<file path="config.mk">
export PLATFORM = sky130hd
export DESIGN_NAME = fp_add_arbiter
export DESIGN_NICKNAME = d
export VERILOG_FILES = /design/src/rtl/fp_add_arbiter.sv
export SDC_FILE = /design/constraint.sdc
export NUM_CORES = 1
export LEC_CHECK = 0
export BUFFER_PORTS_ARGS = -buffer_cell sky130_fd_sc_hd__buf_2
export CORE_ASPECT_RATIO = 1.25
export CORE_MARGIN = 3
export CORE_UTILIZATION = 48
export DETAILED_ROUTE_END_ITERATION = 8
export MAX_ROUTING_LAYER = met4
export PLACE_DENSITY_LB_ADDON = 0.08
export REMOVE_ABC_BUFFERS = 1
export SYNTH_ARGS = -nofsm -noshare
export SYNTH_HDL_FRONTEND = slang
export SYNTH_SLANG_ARGS = --single-unit
</file>
<file path="constraint.sdc">
create_clock -name clk -period 3.45 [get_ports clk]
set_input_delay 0.345 -clock clk [delete_from_list [all_inputs] [get_ports clk]]
set_output_delay 0.345 -clock clk [all_outputs]
set_load 0.01 [all_outputs]
</file>
<file path="src/rtl/fp_add_arbiter.sv">
// fp_add_arbiter: round-robin sequencer sharing one multi-cycle FP8 adder among NREQ requesters.
// Define FPA_ARB_TIMEOUT_EN to add a WAIT-state timeout with adder abort and error response.
module fp_add_arbiter #(
    parameter int NREQ    = 4,
    parameter int TIMEOUT = 16
) (
    input  logic              clk,
    input  logic              rst_n,
    input  logic [NREQ-1:0]   req_valid,
    input  logic [8*NREQ-1:0] req_op1,
    input  logic [8*NREQ-1:0] req_op2,
    output logic [NREQ-1:0]   req_ready,
    output logic [NREQ-1:0]   rsp_valid,
    output logic [7:0]        rsp_res,
    output logic              rsp_err,
    output logic              add_start,
    output logic [7:0]        add_op1,
    output logic [7:0]        add_op2,
    input  logic              add_done,
    input  logic [7:0]        add_res,
    output logic              add_abort
);
    localparam int PW = $clog2(NREQ);
    typedef enum logic [1:0] {IDLE, WAIT, RESP} state_e;

    if (NREQ < 2 || NREQ > 8 || TIMEOUT < 1) begin : g_bad_params
        $error("fp_add_arbiter: NREQ must be 2..8 and TIMEOUT >= 1");
    end

    state_e          state_q, state_d;
    logic [PW-1:0]   ptr_q, ptr_d, gnt_q, gnt_d, sel, idx;
    logic            found, done_ok;
    logic [NREQ-1:0] req_ready_q, req_ready_d, rsp_valid_q, rsp_valid_d;
    logic [7:0]      rsp_res_q, rsp_res_d, add_op1_q, add_op1_d, add_op2_q, add_op2_d;
    logic            add_start_q, add_start_d;
    logic [7:0]      op1_a [NREQ];
    logic [7:0]      op2_a [NREQ];

`ifdef FPA_ARB_TIMEOUT_EN
    localparam int CW = $clog2(TIMEOUT + 1);
    logic [CW-1:0] cnt_q, cnt_d;
    logic          rsp_err_q, rsp_err_d, add_abort_q, add_abort_d;
    assign rsp_err   = rsp_err_q;
    assign add_abort = add_abort_q;
`else
    assign rsp_err   = 1'b0;
    assign add_abort = 1'b0;
`endif

    for (genvar i = 0; i < NREQ; i++) begin : g_slot
        assign op1_a[i] = req_op1[8*i +: 8];
        assign op2_a[i] = req_op2[8*i +: 8];
    end

    function automatic logic [PW-1:0] nxt(input logic [PW-1:0] p);
        return (p == PW'(NREQ - 1)) ? '0 : p + PW'(1);
    endfunction

    function automatic logic [NREQ-1:0] onehot(input logic [PW-1:0] p);
        return {{(NREQ-1){1'b0}}, 1'b1} << p;
    endfunction

    // Search starts just after the last-served requester and wraps modulo NREQ.
    always_comb begin
        found = 1'b0;
        sel   = '0;
        idx   = nxt(ptr_q);
        for (int k = 0; k < NREQ; k++) begin
            if (!found && req_valid[idx]) begin
                found = 1'b1;
                sel   = idx;
            end
            idx = nxt(idx);
        end
    end

    // A done coinciding with our own start pulse cannot belong to this operation.
    assign done_ok = add_done && !add_start_q;

    always_comb begin
        state_d     = state_q;
        ptr_d       = ptr_q;
        gnt_d       = gnt_q;
        req_ready_d = '0;
        add_start_d = 1'b0;
        rsp_valid_d = '0;
        rsp_res_d   = rsp_res_q;
        add_op1_d   = add_op1_q;
        add_op2_d   = add_op2_q;
`ifdef FPA_ARB_TIMEOUT_EN
        cnt_d       = cnt_q;
        rsp_err_d   = rsp_err_q;
        add_abort_d = 1'b0;
`endif
        case (state_q)
            IDLE: if (found) begin
                gnt_d       = sel;
                add_op1_d   = op1_a[sel];
                add_op2_d   = op2_a[sel];
                req_ready_d = onehot(sel);
                add_start_d = 1'b1;
                state_d     = WAIT;
`ifdef FPA_ARB_TIMEOUT_EN
                cnt_d       = '0;
`endif
            end
            WAIT: if (done_ok) begin
                rsp_res_d   = add_res;
                rsp_valid_d = onehot(gnt_q);
                state_d     = RESP;
`ifdef FPA_ARB_TIMEOUT_EN
                rsp_err_d   = 1'b0;
            end else if (cnt_q == CW'(TIMEOUT - 1)) begin
                rsp_res_d   = 8'h00;
                rsp_err_d   = 1'b1;
                add_abort_d = 1'b1;
                rsp_valid_d = onehot(gnt_q);
                state_d     = RESP;
            end else begin
                cnt_d       = cnt_q + CW'(1);
`endif
            end
            RESP: begin
                ptr_d   = gnt_q;
                state_d = IDLE;
            end
            default: state_d = IDLE;
        endcase
    end

    always_ff @(posedge clk or negedge rst_n) begin
        if (!rst_n) begin
            state_q     <= IDLE;
            ptr_q       <= PW'(NREQ - 1);
            gnt_q       <= '0;
            req_ready_q <= '0;
            add_start_q <= 1'b0;
            rsp_valid_q <= '0;
            rsp_res_q   <= 8'h00;
            add_op1_q   <= 8'h00;
            add_op2_q   <= 8'h00;
`ifdef FPA_ARB_TIMEOUT_EN
            cnt_q       <= '0;
            rsp_err_q   <= 1'b0;
            add_abort_q <= 1'b0;
`endif
        end else begin
            state_q     <= state_d;
            ptr_q       <= ptr_d;
            gnt_q       <= gnt_d;
            req_ready_q <= req_ready_d;
            add_start_q <= add_start_d;
            rsp_valid_q <= rsp_valid_d;
            rsp_res_q   <= rsp_res_d;
            add_op1_q   <= add_op1_d;
            add_op2_q   <= add_op2_d;
`ifdef FPA_ARB_TIMEOUT_EN
            cnt_q       <= cnt_d;
            rsp_err_q   <= rsp_err_d;
            add_abort_q <= add_abort_d;
`endif
        end
    end

    assign req_ready = req_ready_q;
    assign add_start = add_start_q;
    assign rsp_valid = rsp_valid_q;
    assign rsp_res   = rsp_res_q;
    assign add_op1   = add_op1_q;
    assign add_op2   = add_op2_q;

endmodule

</file>
Word-level counts from Yosys, hierarchy flattened:

Cells that the tools add are included.
Widths: inputs -> output; s select.

* flip-flop bits (word level): 39
* input port bits: 79
* word-level logic and storage cells: 76

* $add $sub $neg: 4
* $lt $le $gt $ge: 5
* eq/ne operators: 8
* shifts and indexed selects: 2
* muxes and demuxes: 35
* bitwise gates (word level): 1
* reductions and logical operators: 12

Operators by type and width (number)
* $bmux 8 s2: 2
* $mux 8: 4
* $mux 2: 10
* $mux 4: 4
* $lt 2x3->1 const B: 4
* $eq 2x2->1 const B: 5
* $mux 1: 10
* $add 2x1->2 const B: 4
* $bmux 1 s2: 4
* $shl 1x2->4 const A: 2
* $reduce_and 2->1: 3
* $logic_and 1x1->1: 4
* $logic_not 1->1: 4
* $ne 2x2->1 const B: 2
* $pmux 2 s2: 1
* $ge 3x3->1 const B: 1
* $not 2->3: 1
* $eq 2x1->1 const B: 1
* $logic_not 2->1: 1

Longest topological paths before layout:

* depth in word-level cells: 18
* gate-level depth with buffers: 10

Least setup slack after synthesis:

No wires, ideal clock.

* path kind: reg-to-reg
* start: reg ptr_q[0]
* end: reg add_op2_q[6] (netlist: add_op2[6])
* library setup time: 0.126 ns
* arrival time: 2.659 ns
* setup slack: 0.665 ns
* cell stages (with the launch flop): 11
* buffers on the path: 3
* period minus slack after synthesis: 2.785 ns
* cell sequence: dfstp_2 > ha_1 > buf_2 > or3_1 > a221o_1 > buf_6 > mux2i_1 > a21oi_2 > buf_6 > o211a_1 > a221o_1

* word-level cells in the longest chain between the ends: 18

RTL lines
* from (decl): RTL line 31 `logic [PW-1:0] ptr_q, ptr_d, gnt_q, gnt_d, sel, idx;`
* from (signal assigned): RTL line 134 `ptr_q <= PW'(NREQ - 1);`
* from (signal assigned): RTL line 149 `ptr_q <= ptr_d;`
* $add 2x1->2 or $eq 2x2->1 (tied branches): RTL line 56 `return (p == PW'(NREQ - 1)) ? '0 : p + PW'(1);`
* $mux 2 *: RTL line 56
* parallel branches: the longest is 16 deep, another holds $add 2x1->2
* to (signal assigned): RTL line 156 `add_op2_q <= add_op2_d;`
* to (decl): RTL line 34 `logic [7:0] rsp_res_q, rsp_res_d, add_op1_q, add_op1_d, add_op2_q, add_op2_d;`

Every way passes the cells marked *. The select of a mux whose other input is x is not followed.
A chain may end at the register's enable or synchronous reset.

Worst setup path in the final report:

* start: reg ptr_q[0]
* end: reg add_op1_q[5] (netlist: add_op1[5])

* word-level cells in the longest chain between the ends: 18

RTL lines
* $add 2x1->2 or $eq 2x2->1 (tied branches): RTL line 56
* $mux 2 *: RTL line 56
* parallel branches: the longest is 16 deep, another holds $add 2x1->2
* to (signal assigned): RTL line 155 `add_op1_q <= add_op1_d;`
* to (decl): RTL line 34

Marked as above.

==> flow_summary_export.csv <==
group,metric,value,unit
status,status,"complete, no violations",
clocking,cts_max_level,2,
hold_path,hp-class,"input pin to async pin",
global_route,overflow,0,
floorplanning,core,5116,um^2
yosys,synth_edf_count,0,
sta,hold_viol,0,
sta,rsz0062_at_grt,"false",
setup_path,cp-end-kind,"flop",
global_route,grt_max_degree,40,
sta,setup-violations-final,0,
yosys,avgSynthCellArea,9.898,um^2
clocking,clkLatencyLatePin,300,ps
cells_and_area,post-route-util,63.24,%
cells_and_area,final_area,3236,um^2
detailed_routing,route.vias.total,2465,
placement,place_hpwl,4876,um
yosys,synth_top_area_share,36.26,%
placement,dp_cells,418,
placement,port_buffers,111,
clocking,cts_made_buffers,5,
pwr,ir_drop,0.5486,mV
yosys,yosysMostFrequentCell,"dfrtp_1",
yosys,synthFlopType,"dfrtp_1",
cells_and_area,drive_gt1_share,41.48,%
floorplanning,die_w,71.24,um
pwr,power_density,1000,nW/um^2
pwr,p_total,3.237,mW
setup_path,cp.required,3660,ps
yosys,synthTopCellsByCount,"37 x dfrtp_1, 25 x nor3_1, 23 x mux2i_1",
floorplanning,die_area,6237,um^2
setup_path,rr_startpoint,"ptr_q[0]",
global_route,antenna_found_initial,0,
sta,fin_crit_sh,89.48,%
sta,setup_ws,362.9,ps
detailed_routing,drt.antenna.violating_nets,0,
setup_path,startpoint_type,"flop",
sta,tightestPinTransition,875.6,ps
pwr,power.leakage,1.565,nW
yosys,syn_inst,258,
sta,hold_ws,160.7,ps
yosys,async_flop_share,100.0,%
detailed_routing,first_iter_violations,85,
floorplanning,die_h,87.55,um
setup_path,arrival,3300,ps
clocking,cts_tree,"built",
clocking,cts_sinks,39,
yosys,syn_area,2554,um^2
setup_path,path_class,"flop to flop",
yosys,synth-seq-area-share,38.31,%
sta,maxSlewViolCount,0,
sta,setup_tns,0,ps
yosys,ys_ff_latch,39,
sta,skew,12.99,ps
clocking,cts_hold_buffers,0,
placement,place_area,3119,um^2
sta,timing.final.crit_period,3087,ps
cells_and_area,final_cells,426,
floorplanning,rows,29,
setup_path,critPathMaxFanout,20,
yosys,yosys_warnings,0,
global_route,grt_pass1_wl,10540,um
clocking,clk_pin_slew_worst_paths,90,ps
yosys,synth_top_cell_by_area,"dfrtp_1",
cells_and_area,antenna_cells,0,
setup_path,r2r_slack,360,ps
setup_path,worst_r2r_endpoint,"add_op1[5]",
detailed_routing,drc,0,
global_route,track_usage,21.73,%
clocking,cts-resized-gates,0,
global_route,grt_pass1_vias,2288,
cells_and_area,num-nets-final,443,
detailed_routing,wirelength,6505,um
sta,timing.fmax,323.9,MHz
detailed_routing,wl_per_cell,15.27,um
clocking,cts_root_buf,"clkbuf_8",
sta,slew_headroom,41.63,%
detailed_routing,via_per_inst,5.786,
flow_run,max_cap_violations,0,
detailed_routing,first_pass_iters,4,
placement,gp_congestion,0.7936,
cells_and_area,syn_to_final_growth,26.70,%
placement,place_ws,389.8,ps
floorplanning,io_pins,114,
clocking,cts_setup_buffers,0,
clocking,cts_buffer_depth,2,
yosys,synthDistinctLibCells,52,
yosys,netlist_top_cells_area,"dfrtp_1 36%, mux2i_1 9.0%, mux2_2 5.7%, nor3_1 4.9%, nand2_1 3.1%",
floorplanning,start_util,49.91,%
setup_path,reg2reg_depth,9,
worst max-delay path, stage by stage, from the launching register on:
cell	delay, ps
dfstp_2	540
ha_1	390
mux4_2	580
a41oi_1	190
o31ai_1	120
buf_4	200
a21oi_2	180
buf_4	310
mux2_1	350
o21ai_1	130
area by class of cell:
type	count	area (um^2)
clock buffer	5	68.82
clock inverter	3	47.55
fill	483	1881
inverter	1	3.754
multi-input combinational	198	1451
sequential	39	978.4
tap	62	77.57
timing repair buffer	118	608.1
kinds of logic (layout without fill, tap and decap cells):
kind of cell	Yosys count	count (layout)	share of synthesized area (%)
AO/OA/AOI/OAI	52	52	15.83
flip-flops	39	39	38.31
adder cells (fa/ha/maj)	1	1	0.4899
AND/OR/NAND/NOR	99	99	20.63
multiplexers	44	44	19.60
other	1	2	0.1468
buffers and inverters	22	127	4.997
power by group:
group | switching, mW | internal, mW | leakage [nW]
logic | 1.15 | 0.901 | 1.02
registers | 0.115 | 0.680 | 0.482
clock network | 0.173 | 0.219 | 0.0587
total | 1.44 | 1.80 | 1.57
cells in the final DEF, fill, tap and decap left out, types with 2 or more instances in the layout:
cell	synthesis	final
mux2i_1	23	23
a211oi_1	8	8
conb_1	1	2
or3_1	2	2
o21ai_0	3	3
nor3_1	25	25
nand4bb_1	2	2
and3_1	5	5
or3b_2	2	2
mux2_2	13	13
dfrtp_1	37	37
nor3b_1	4	4
a211o_1	2	2
nor2_1	12	12
dfstp_2	2	2
mux2_1	5	5
mux4_2	2	2
o21ai_1	7	7
o211ai_1	5	5
nand2b_1	11	11
nand3b_1	2	2
clkbuf_8	0	5
nand3_1	6	6
buf_2	5	111
o221ai_1	5	5
nand2_1	21	21
a32oi_1	5	5
nor2b_1	3	3
buf_4	4	7
a22oi_1	4	4
a221o_1	2	2
registers in the layout, indices dropped and copies added (netlist names):
name / flops
add_op1: 8
add_op2: 8
rsp_res: 8
req_ready: 4
rsp_valid: 4
gnt_q: 2
ptr_q: 2
state_q: 2
add_start: 1
worst max-delay path by stage:
| stage | startpoint | to | depth (start not counted) |
|---|---|---|---|
| 2_1_floorplan | ptr_q[0] | add_op1[2] | 7 |
| 4_1_cts | ptr_q[0] | add_op1[5] | 9 |
| 5_1_grt | ptr_q[0] | add_op1[5] | 9 |
| 3_3_place_gp | ptr_q[0] | add_op1[2] | 9 |
| 3_5_place_dp | ptr_q[0] | add_op1[5] | 9 |
| 6_report | ptr_q[0] | add_op1[5] | 9 |
routing by layer:
layer	vias up	part of all wire (%)	GRT usage, %
met1	1174	41	27.13
met3	13	6.8	4.248
met2	100	50	35.03
met5	-	0	-
li1	1178	-	-
met4	0	2.2	7.863
(Power assumes the default switching activity.)
